===== config.mk =====
export PLATFORM = sky130hd
export DESIGN_NAME = instruction_fetch_buffer
export DESIGN_NICKNAME = d
export VERILOG_FILES = /design/src/rtl/instruction_fetch_buffer_pkg.sv /design/src/rtl/instruction_fetch_buffer.sv
export SDC_FILE = /design/constraint.sdc
export NUM_CORES = 1
export LEC_CHECK = 0
export CAP_MARGIN = 15
export CORE_MARGIN = 2
export CORE_UTILIZATION = 40
export CTS_CLUSTER_DIAMETER = 30
export DETAILED_ROUTE_END_ITERATION = 10
export PLACE_DENSITY = 0.83
export SLEW_MARGIN = 15
export SYNTH_ARGS = -nofsm -noshare
export SYNTH_HDL_FRONTEND = slang
export SYNTH_SLANG_ARGS = --single-unit

===== constraint.sdc =====
create_clock -name clock -period 1.2 [get_ports clock]
set_clock_uncertainty 0.05 [all_clocks]
set_input_delay 0.24 -clock clock [delete_from_list [all_inputs] [get_ports clock]]
set_output_delay 0.24 -clock clock [all_outputs]
set_load 0.1 [all_outputs]

===== src/rtl/instruction_fetch_buffer_pkg.sv =====
// Shared definitions for the instruction fetch buffer: FSM encoding,
// ROM access sizes and the instruction width helpers.
package instruction_fetch_buffer_pkg;

    typedef enum logic [1:0] {
        S_REQ   = 2'd0,
        S_WAIT  = 2'd1,
        S_ISSUE = 2'd2
    } fetch_state_t;

    localparam logic [1:0] ROM_SIZE_BYTE  = 2'b00;
    localparam logic [1:0] ROM_SIZE_HALF  = 2'b01;
    localparam logic [1:0] ROM_SIZE_WORD  = 2'b10;
    localparam logic [1:0] ROM_SIZE_DWORD = 2'b11;

    localparam int INSTR_BYTES = 4;

    // Pick one 32-bit instruction out of a little-endian 64-bit line.
    function automatic logic [31:0] select_word(input logic [63:0] line, input logic upper);
        return upper ? line[63:32] : line[31:0];
    endfunction

endpackage


===== src/rtl/instruction_fetch_buffer.sv =====
// Fetch stage: requests a 64-bit line from the ROM, buffers it and issues
// its two 32-bit instructions to decode over a valid/ready handshake.
// Handshake: a transfer happens in every cycle where instr_valid and
// instr_ready are both high at the rising clock edge; while instr_valid is
// high and no transfer, branch or reset occurs, instr and instr_pc hold.
module instruction_fetch_buffer
    import instruction_fetch_buffer_pkg::*;
#(
    parameter int                    ADDR_WIDTH = 8,
    parameter logic [ADDR_WIDTH-1:0] RESET_PC   = '0
) (
    input  logic                  clock,
    input  logic                  reset,
    output logic [ADDR_WIDTH-1:0] rom_address,
    output logic [1:0]            rom_size,
    input  logic [63:0]           rom_data,
    output logic [31:0]           instr,
    output logic [ADDR_WIDTH-1:0] instr_pc,
    output logic                  instr_valid,
    input  logic                  instr_ready,
    input  logic                  branch_taken,
    input  logic [ADDR_WIDTH-1:0] branch_target,
    output fetch_state_t          state
);

    localparam int TAG_WIDTH = ADDR_WIDTH - 3;
    localparam logic [ADDR_WIDTH-1:0] WORD_MASK = ~ADDR_WIDTH'(3);
    localparam logic [ADDR_WIDTH-1:0] PC_INIT   = RESET_PC & WORD_MASK;

    fetch_state_t          state_q, state_d;
    logic [ADDR_WIDTH-1:0] pc_q, pc_d;
    logic [63:0]           line_q, line_d;
    logic [TAG_WIDTH-1:0]  tag_q, tag_d;
    logic                  line_valid_q, line_valid_d;
    logic [ADDR_WIDTH-1:0] target_aligned;
    logic                  same_line_hit;

    assign target_aligned = branch_target & WORD_MASK;
    assign same_line_hit  = (state_q == S_ISSUE) && line_valid_q &&
                            (target_aligned[ADDR_WIDTH-1:3] == tag_q);

    assign rom_address = {pc_q[ADDR_WIDTH-1:3], 3'b000};
    assign rom_size    = ROM_SIZE_DWORD;
    assign instr_pc    = pc_q;
    assign instr       = (state_q == S_ISSUE) ? select_word(line_q, pc_q[2]) : 32'd0;
    assign state       = state_q;

    // State, PC and line buffer registers; reset drops any in-flight fetch.
    always_ff @(posedge clock) begin
        if (reset) begin
            state_q      <= S_REQ;
            pc_q         <= PC_INIT;
            line_q       <= '0;
            tag_q        <= '0;
            line_valid_q <= 1'b0;
        end else begin
            state_q      <= state_d;
            pc_q         <= pc_d;
            line_q       <= line_d;
            tag_q        <= tag_d;
            line_valid_q <= line_valid_d;
        end
    end

    // Next-state logic: sequential fetch/issue, with branch redirect overriding it.
    always_comb begin
        state_d      = state_q;
        pc_d         = pc_q;
        line_d       = line_q;
        tag_d        = tag_q;
        line_valid_d = line_valid_q;
        instr_valid  = 1'b0;

        case (state_q)
            S_REQ: begin
                state_d = S_WAIT;
            end
            S_WAIT: begin
                line_d       = rom_data;
                tag_d        = pc_q[ADDR_WIDTH-1:3];
                line_valid_d = 1'b1;
                state_d      = S_ISSUE;
            end
            S_ISSUE: begin
                instr_valid = 1'b1;
                if (instr_ready) begin
                    pc_d = pc_q + ADDR_WIDTH'(INSTR_BYTES);
                    if (pc_q[2]) begin
                        // Upper word consumed: the line has nothing left to give.
                        line_valid_d = 1'b0;
                        state_d      = S_REQ;
                    end
                end
            end
            default: begin
                state_d = S_REQ;
            end
        endcase

        // A redirect wins over any sequential update, including a coincident transfer.
        if (branch_taken) begin
            pc_d = target_aligned;
            if (same_line_hit) begin
                line_valid_d = 1'b1;
                state_d      = S_ISSUE;
            end else begin
                line_valid_d = 1'b0;
                state_d      = S_REQ;
            end
        end
    end

endmodule


# ---- Word-level counts from Yosys, hierarchy flattened
# Cells that the tools add are included.
dict set report classes {
  add_sub_neg 1
  n_eq_ne 5
  mux 16
  n_reduce_logical 11
}
# cell count
set op_table {}
lappend op_table {{32-bit two-way mux} 2}
lappend op_table {{8-bit two-way mux} 3}
lappend op_table {{8-bit by 3-bit adder with 8-bit output, second input constant} 1}
lappend op_table {{2-bit two-way mux} 4}
lappend op_table {{3-bit inequality test, second input constant} 2}
lappend op_table {{2-bit one-hot mux with 3 select lines} 1}
lappend op_table {{2-bit AND reduction} 3}
lappend op_table {{5-bit == test} 1}
lappend op_table {{1-bit two-way mux} 5}
lappend op_table {{2-bit nonzero test} 2}
lappend op_table {{3-bit AND reduction} 1}
lappend op_table {{3-bit nonzero test} 1}
lappend op_table {{2-bit by 1-bit == test with 1-bit output, second input constant} 1}
lappend op_table {{2-bit == test, second input constant} 1}
lappend op_table {{1-bit logical AND} 2}
lappend op_table {{2-bit zero test} 1}
lappend op_table {{1-bit one-hot mux with 2 select lines} 1}
lappend op_table {{2-bit OR reduction} 1}
dict set report totals {
  regBits 80
  in_bits 76
  word_cells 39
}

# ---- Logic depth before layout (Yosys ltp)
# Gate-level depths: netlist (run 1).
dict set report depth {
  word_depth 5
  mapped_depth 6
  ltp_nobuf 4
}

# ---- Worst setup path after synthesis (run 1)
# Ideal clock, no wire load.
dict set report synth_path {
  path_kind {flip-flop to output port}
  from {reg state_q[1], in the netlist state[1]}
  to {out instr[10]}
  t_arrival_ns 2.938
  t_required_ns 0.910
  slack_ns -2.028
  path_stages_with_launch 6
  n_path_buf 3
  path_cell_list {dfxtp_1 clkbuf_4 nand2b_1 buf_2 buf_2 nor2_1}
}
dict set report synth_between {
  elab_chain_len 2
}
# element line_no
set synth_rtl {}
lappend synth_rtl {{start, declared} instruction_fetch_buffer.sv:30} ;# fetch_state_t state_q, state_d;
lappend synth_rtl {{start signal, assigned} instruction_fetch_buffer.sv:57} ;# state_q <= state_d;
lappend synth_rtl {{2-bit == test} instruction_fetch_buffer.sv:45} ;# assign instr = (state_q == S_ISSUE) ? select_word(line_q, pc_q[2]) : 32'd0;
lappend synth_rtl {{32-bit two-way mux} instruction_fetch_buffer.sv:45}
lappend synth_rtl {{end, declared} instruction_fetch_buffer.sv:17} ;# output logic [31:0] instr,
# No other way between the ends.

# ---- Worst setup path after layout (run 1)
dict set report layout_path {
  from {reg pc_q[2], in the netlist instr_pc[2]}
  to {out instr[20]}
}
dict set report layout_between {
  elab_chain_len 2
}
# element line_no
set layout_rtl {}
lappend layout_rtl {{start, declared} instruction_fetch_buffer.sv:31} ;# logic [ADDR_WIDTH-1:0] pc_q, pc_d;
lappend layout_rtl {{start signal, assigned} instruction_fetch_buffer.sv:58} ;# pc_q <= pc_d;
lappend layout_rtl {{32-bit two-way mux} instruction_fetch_buffer_pkg.sv:20} ;# return upper ? line[63:32] : line[31:0];
lappend layout_rtl {{32-bit two-way mux} instruction_fetch_buffer.sv:45}
# No other way between the ends.

==> results of run 1 <==
==> kinds of logic after synthesis <==
family,share of synthesized area
other,0.00212
adders and majority gates,0.00354
muxes,0.0934
AOI/OAI and AO/OA,0.133
DFF,0.442
buffers and inverters,0.0800
and+or+nand+nor,0.229
xor gates and xnor gates,0.0173
==> area by class of cell <==
class                           instances  area (sq um)
Sequential cell                        78          1590
Clock inverter                          2          60.1
Inverter                                3          18.8
Clock buffer                           13           191
Fill cell                             258           646
Tap cell                              108           135
Multi-Input combinational cell        327          3200
Timing Repair Buffer                  191          2800
==> through the flow <==
step	worst slack (ns)	setup TNS [ns]
final	-0.705	-47.11
after global routing	-0.745	-50.34
after CTS	-0.614	-40.04
after detailed placement	-0.529	-16.72
after global placement	-0.455	-13.38
after floorplan	-0.670	-36.24
==> repair_timing <==
item,4_1_cts,5_1_grt
endpoints found under the hold margin,0,0
buffers inserted,25,5
setup endpoints to repair,123,124
cloned,13,2
gates resized for setup,211,121
pin swaps,11,31
==> worst max-delay path, stage by stage (launching register included) <==
cell and delay [ns]:
dfxtp_4 0.44, buf_12 0.22, mux2i_2 0.33, nor2_4 0.09
buf_12 0.17
==> flip-flops by register name, summed over array words and instances, names as in the netlist <==
name,cells
line_q,64
tag_q,5
line_valid_q,1
instr_pc,6
state,2
==> cells in the mapped netlist (2+ instances only) <==
cell	instances
nand4b_1	3
buf_4	13
a311oi_1	3
inv_1	2
a211oi_1	3
conb_1	2
dfxtp_1	78
or3_1	3
xnor2_1	4
a21oi_1	70
buf_6	2
buf_2	22
xor2_1	3
clkbuf_1	9
o21ai_0	2
nand4_1	2
mux2i_1	33
nand2_1	141
nor2_1	38
==> worst paths after layout <==
path	to	slack [ns]	cells after the start
max reg2reg	instr_pc[5]	-0.51	6
min	state[0]	0.21	2
min reg2reg	line_q[57]	0.45	2
max	instr[20]	-0.70	4
==> layer usage <==
layer  vias to the layer above  track usage  part of all wire
met5                         -            0                 0
li1                       1798            -                 -
met4                         0        0.208             0.060
met3                        89       0.0659             0.073
met2                       353        0.590              0.51
met1                      2135        0.370              0.35
==> report_power, final <==
group	total (W)	internal (W)	switching, W
Sequential	0.00291	0.00271	0.000204
Combinational	0.00237	0.00110	0.00127
Clock	0.00257	0.00147	0.00110
==> impl_metrics.py, run 1 <==
metrics = {
    "status": {
        "status": "finished, violations left",
        "violations": "setup timing",
    },
    "setup_path": {
        "start_kind": "flip-flop",
        "rr_startpoint": "state[1]",
        "cp_data_required_time_ns": 0.91,
        "startpoint": "instr_pc[2]",
        "cp.arrival_ns": 1.61,
        "crit_path_max_fanout": 13,
        "worstSetupPathType": "flip-flop to primary output",
        "crit_path_end_kind": "primary output",
    },
    "clocking": {
        "insertion_delay_ns": 0.37,
        "cts.sinks": 78,
        "clock-root-buffer": "clkbuf_8",
        "clockBufferDepth": 2,
        "clk_pin_slew_ns": 0.09,
        "hold_buffers": 0,
        "cts_tree": "done",
        "numCtsBuffers": 9,
        "htreeDepth": 3,
    },
    "route": {
        "drt_iter0_markers": 250,
        "via_per_inst": 6.06,
        "detail-route-antenna-nets": 0,
        "drt_wl_total_microns": 19900,
        "dr.pass1.iters": 4,
        "drc": 0,
        "wire_per_inst_microns": 27.6,
        "dr_total_vias": 4375,
    },
    "power": {
        "finalPower_w": 0.00786,
        "leakagePower_nw": 2.87,
        "power.density_nw_per_um2": 983,
        "peakVddDrop_v": 0.000799,
    },
    "finish": {
        "fin_nets": 687,
        "drive_gt1_frac": 0.606,
        "n_antenna_cell": 0,
        "layout_commonest_cell": "nand2_4",
        "mostFrequentLayoutCells": "nand2_4, clkdlybuf4s50_1, buf_12",
        "finish.utilization": 0.925,
        "syn_to_final_growth_pct": 126,
        "final_cells": 722,
        "design_area_sq_um": 7990,
    },
    "timing": {
        "rsz0062_at_grt": "true",
        "slew_headroom": 0.655,
        "clock.fmax_mhz": 525,
        "setup_viol": 124,
        "slew_violations": 0,
        "tightest_slew_ns": 0.517,
        "fin_crit_sh": 1.59,
        "hold-worst-slack_ns": 0.210,
        "setup_ws_ns": -0.705,
        "timing.final.crit_period_ns": 1.90,
        "hold_viol_final": 0,
    },
    "synthesis": {
        "yosys-top-cells-area": "dfxtp_1, nand2_1, a21oi_1",
        "synth.distinct_cells": 35,
        "synth_edf_count": 0,
        "synth_ff_type": "dfxtp_1",
        "async_flop_share": 0,
        "seq_area_frac_synth": 0.442,
        "yosysTopAreaCell": "dfxtp_1",
        "netlist_instances": 449,
        "synth_top_area_share": 0.442,
        "synthesis.area_sq_um": 3540,
        "yosys_warnings": 0,
        "syn_avg_cell_area_sq_um": 7.88,
        "synth-seq-cells": 78,
    },
    "flow_run": {
        "cap_violations": 0,
    },
    "floorplan": {
        "io_pins": 129,
        "rows": 34,
        "die_width_microns": 98.0,
        "core_area_sq_um": 8640,
        "start_util": 0.409,
        "fp.dieArea_sq_um": 9610,
        "die_h_microns": 98.0,
    },
    "placed_design": {
        "dp_hpwl_microns": 7540,
        "gp_congestion": 0.875,
        "place_area_sq_um": 5800,
        "io_buffers": 119,
        "dp.cells": 667,
    },
    "global_route": {
        "antenna_found_initial": 0,
        "grt_max_degree": 51,
        "grt_usage": 0.335,
        "overflow": 0,
        "grt_pass1_vias": 4519,
        "grt_pass1_wl_microns": 24900,
    },
    "min_path": {
        "min_path_type": "primary input to flip-flop",
        "hold_start": "reset",
    },
}
No activity file was read; power rests on OpenSTA's default activity.
==> run 2: changes to the inputs <==
RECOVER_POWER = 100   (was not set)
==> results of run 2 <==
Same layout as run 1: the final DEF is identical, and so are final timing and power.
==> run 3: changes to the inputs <==
ABC_AREA = 1   (was not set)
SLEW_MARGIN = not set   (was 15)
==> run 3 against run 2 <==
The flow still finishes with violations (setup timing). Highest routed layer unchanged. Largest cell class unchanged. Critical path type unchanged. Register-to-register slack gained 0.25 ns. Sequential power rose by 2%. Critical path depth increased by 1.
==> impl_metrics.py, run 3 <==
metrics = {
    "setup_path": {
        "path_cells": "inv_4, buf_12, nand2_1, a21oi_4, buf_12",
        "cp.arrival_ns": 1.47,
        "slowest_delay_ns": 0.39,
        "crit_path_end_kind": "primary output",
        "cp_top_family": "buffers and inverters",
        "crit_top_cell": "buf_12",
        "cp_data_required_time_ns": 0.91,
        "critical_path_buf_inv_count": 3,
        "start_kind": "flip-flop",
        "worstSetupPathType": "flip-flop to primary output",
        "crit_path_max_fanout": 17,
        "cpMaxStageDelayCell": "dfxtp_4",
    },
    "clocking": {
        "insertion_delay_ns": 0.34,
        "clock-root-buffer": "clkbuf_8",
        "clockBufferDepth": 2,
        "htreeDepth": 3,
        "hold_buffers": 0,
        "cts.sinks": 78,
        "clk_pin_slew_ns": 0.08,
        "numCtsBuffers": 9,
        "cts_tree": "done",
    },
    "finish": {
        "num-fill-cells": 483,
        "n_antenna_cell": 0,
        "fin_nets": 754,
        "largest_reg_flops": 64,
        "final_cells": 790,
        "drive_gt1_frac": 0.446,
        "register_area_sq_um": 1590,
        "largest_register": "line_q",
        "mostFrequentLayoutCells": "nor2_1, clkdlybuf4s50_1, dfxtp_1",
        "layout_commonest_cell": "nor2_1",
        "syn_to_final_growth_pct": 101,
        "multi_input_area_sq_um": 2560,
    },
    "status": {
        "status": "finished, violations left",
        "violations": "setup timing",
    },
    "floorplan": {
        "die_width_microns": 98.2,
        "die_h_microns": 98.2,
        "start_util": 0.409,
        "core_area_sq_um": 8680,
        "fp.dieArea_sq_um": 9650,
        "io_pins": 129,
        "rows": 34,
    },
    "global_route": {
        "grt_pass1_wl_microns": 18500,
        "antenna_found_initial": 0,
        "overflow": 0,
        "grt_usage": 0.238,
        "grt_pass1_vias": 4061,
        "grt_max_degree": 42,
    },
    "power": {
        "power_frac_comb": 0.318,
        "internal-power_w": 0.00465,
        "switching_share": 0.345,
        "p_sw_w": 0.00245,
        "clkPwrFrac": 0.264,
        "peakVddDrop_v": 0.000572,
        "seqPwrFrac": 0.418,
        "leakagePower_nw": 2.69,
        "power.density_nw_per_um2": 994,
        "finalPower_w": 0.00710,
    },
    "timing": {
        "slew_violations": 0,
        "rsz0062_at_grt": "true",
        "fin_crit_sh": 1.47,
        "timing.final.crit_period_ns": 1.76,
        "hold_viol_final": 0,
        "clock.fmax_mhz": 567,
        "setup_ws_ns": -0.562,
        "setup_viol": 121,
    },
    "synthesis": {
        "synthesis.area_sq_um": 3550,
        "syn_avg_cell_area_sq_um": 6.71,
        "synth_commonest_cells": "nor2_1, nand2_1, dfxtp_1",
        "yosysMostFrequentCell": "nor2_1",
        "synth-seq-cells": 78,
        "async_flop_share": 0,
        "yosys-top-cells-area": "dfxtp_1, nor2_1, nand2_1",
        "synth_ff_type": "dfxtp_1",
        "netlist_instances": 529,
        "synth_edf_count": 0,
        "seq_area_frac_synth": 0.440,
        "yosys_warnings": 0,
        "synth_top_area_share": 0.440,
        "synth.distinct_cells": 22,
        "yosysTopAreaCell": "dfxtp_1",
    },
    "placed_design": {
        "dp_hpwl_microns": 7660,
        "io_buffers": 119,
        "dp.cells": 745,
        "gp_congestion": 0.862,
    },
    "route": {
        "dr.pass1.iters": 5,
        "dr_total_vias": 4290,
        "drc": 0,
        "drt_iter0_markers": 176,
        "wire_per_inst_microns": 18.5,
        "via_per_inst": 5.43,
        "drt_wl_total_microns": 14600,
        "detail-route-antenna-nets": 0,
    },
    "min_path": {
        "min_path_type": "flip-flop to flip-flop",
    },
    "flow_run": {
        "cap_violations": 0,
    },
}
## run 3: per-layer routing
metal | part of all wire | global-route usage | up-vias | wire [microns]
li1 | - | - | 1971 | -
met1 | 0.38 | 0.272 | 2066 | 5490
met2 | 0.53 | 0.436 | 210 | 7700
met3 | 0.070 | 0.0480 | 43 | 1020
met4 | 0.027 | 0.0896 | 0 | 390
met5 | 0 | 0 | - | 0
## run 3: cell type report
cell class                 instances  area share
clock buffer                      11      0.0214
sequential                        78       0.223
multi-input combinational        384       0.359
inverter                          26      0.0165
clock inverter                     5     0.00438
timing repair inverter             1     0.00158
timing repair buffer             177       0.355
tap                              108      0.0189
## run 3: cell families (layout without fill, tap and decap cells)
logic type | after synthesis | after routing | share of synthesized area
simple gates | 251 | 251 | 0.270
compound gates | 125 | 125 | 0.179
flops | 78 | 78 | 0.440
buf+inv | 72 | 220 | 0.106
other cells | 2 | 7 | 0.00211
fa+ha+maj | 1 | 1 | 0.00352
## run 3: per-stage QoR
step	hold slack [ns]	setup TNS [ns]	worst slack, ns	area, sq um	utilization
3_5_place_dp	0.415	-16.63	-0.325	5930	0.684
3_3_place_gp	0.401	-15.30	-0.282	5930	0.684
4_1_cts	0.428	-18.57	-0.547	6380	0.735
5_1_grt	0.442	-32.99	-0.606	7140	0.823
2_1_floorplan	0.249	-30.39	-0.587	4140	-
6_report	0.434	-28.02	-0.562	7140	0.823
## run 3: final timing paths
| path | from | cells past startpoint | endpoint | slack [ns] |
|---|---|---|---|---|
| hold / removal | tag_q[4] | 2 | tag_q[4] | 0.43 |
| hold reg to reg | tag_q[4] | 2 | tag_q[4] | 0.43 |
| setup / recovery | instr_pc[2] | 5 | instr[12] | -0.56 |
| setup reg to reg | state[0] | 10 | line_valid_q | -0.26 |
## run 3: worst min-delay path, cell delays in order (launching register included)
cell	delay, ns
dfxtp_1	0.32
inv_1	0.07
a21oi_1	0.06
## run 3: timing repair
action / in CTS / in global routing
resized for setup: 41 / 168
endpoints found under the setup margin: 120 / 93
pin swaps: 12 / 20
cloned: 2 / 12
buffers inserted: 10 / 8
## run 3: power by group through the flow
| stage | registers (W) | clock network [W] | logic (W) |
|---|---|---|---|
| floorplan | 0.00306 | 0 | 0.000978 |
| global placement | 0.00295 | 0 | 0.00166 |
| detailed placement | 0.00297 | 0 | 0.00169 |
| CTS | 0.00291 | 0.00187 | 0.00182 |
| global route | 0.00299 | 0.00201 | 0.00237 |
| finish | 0.00297 | 0.00187 | 0.00226 |
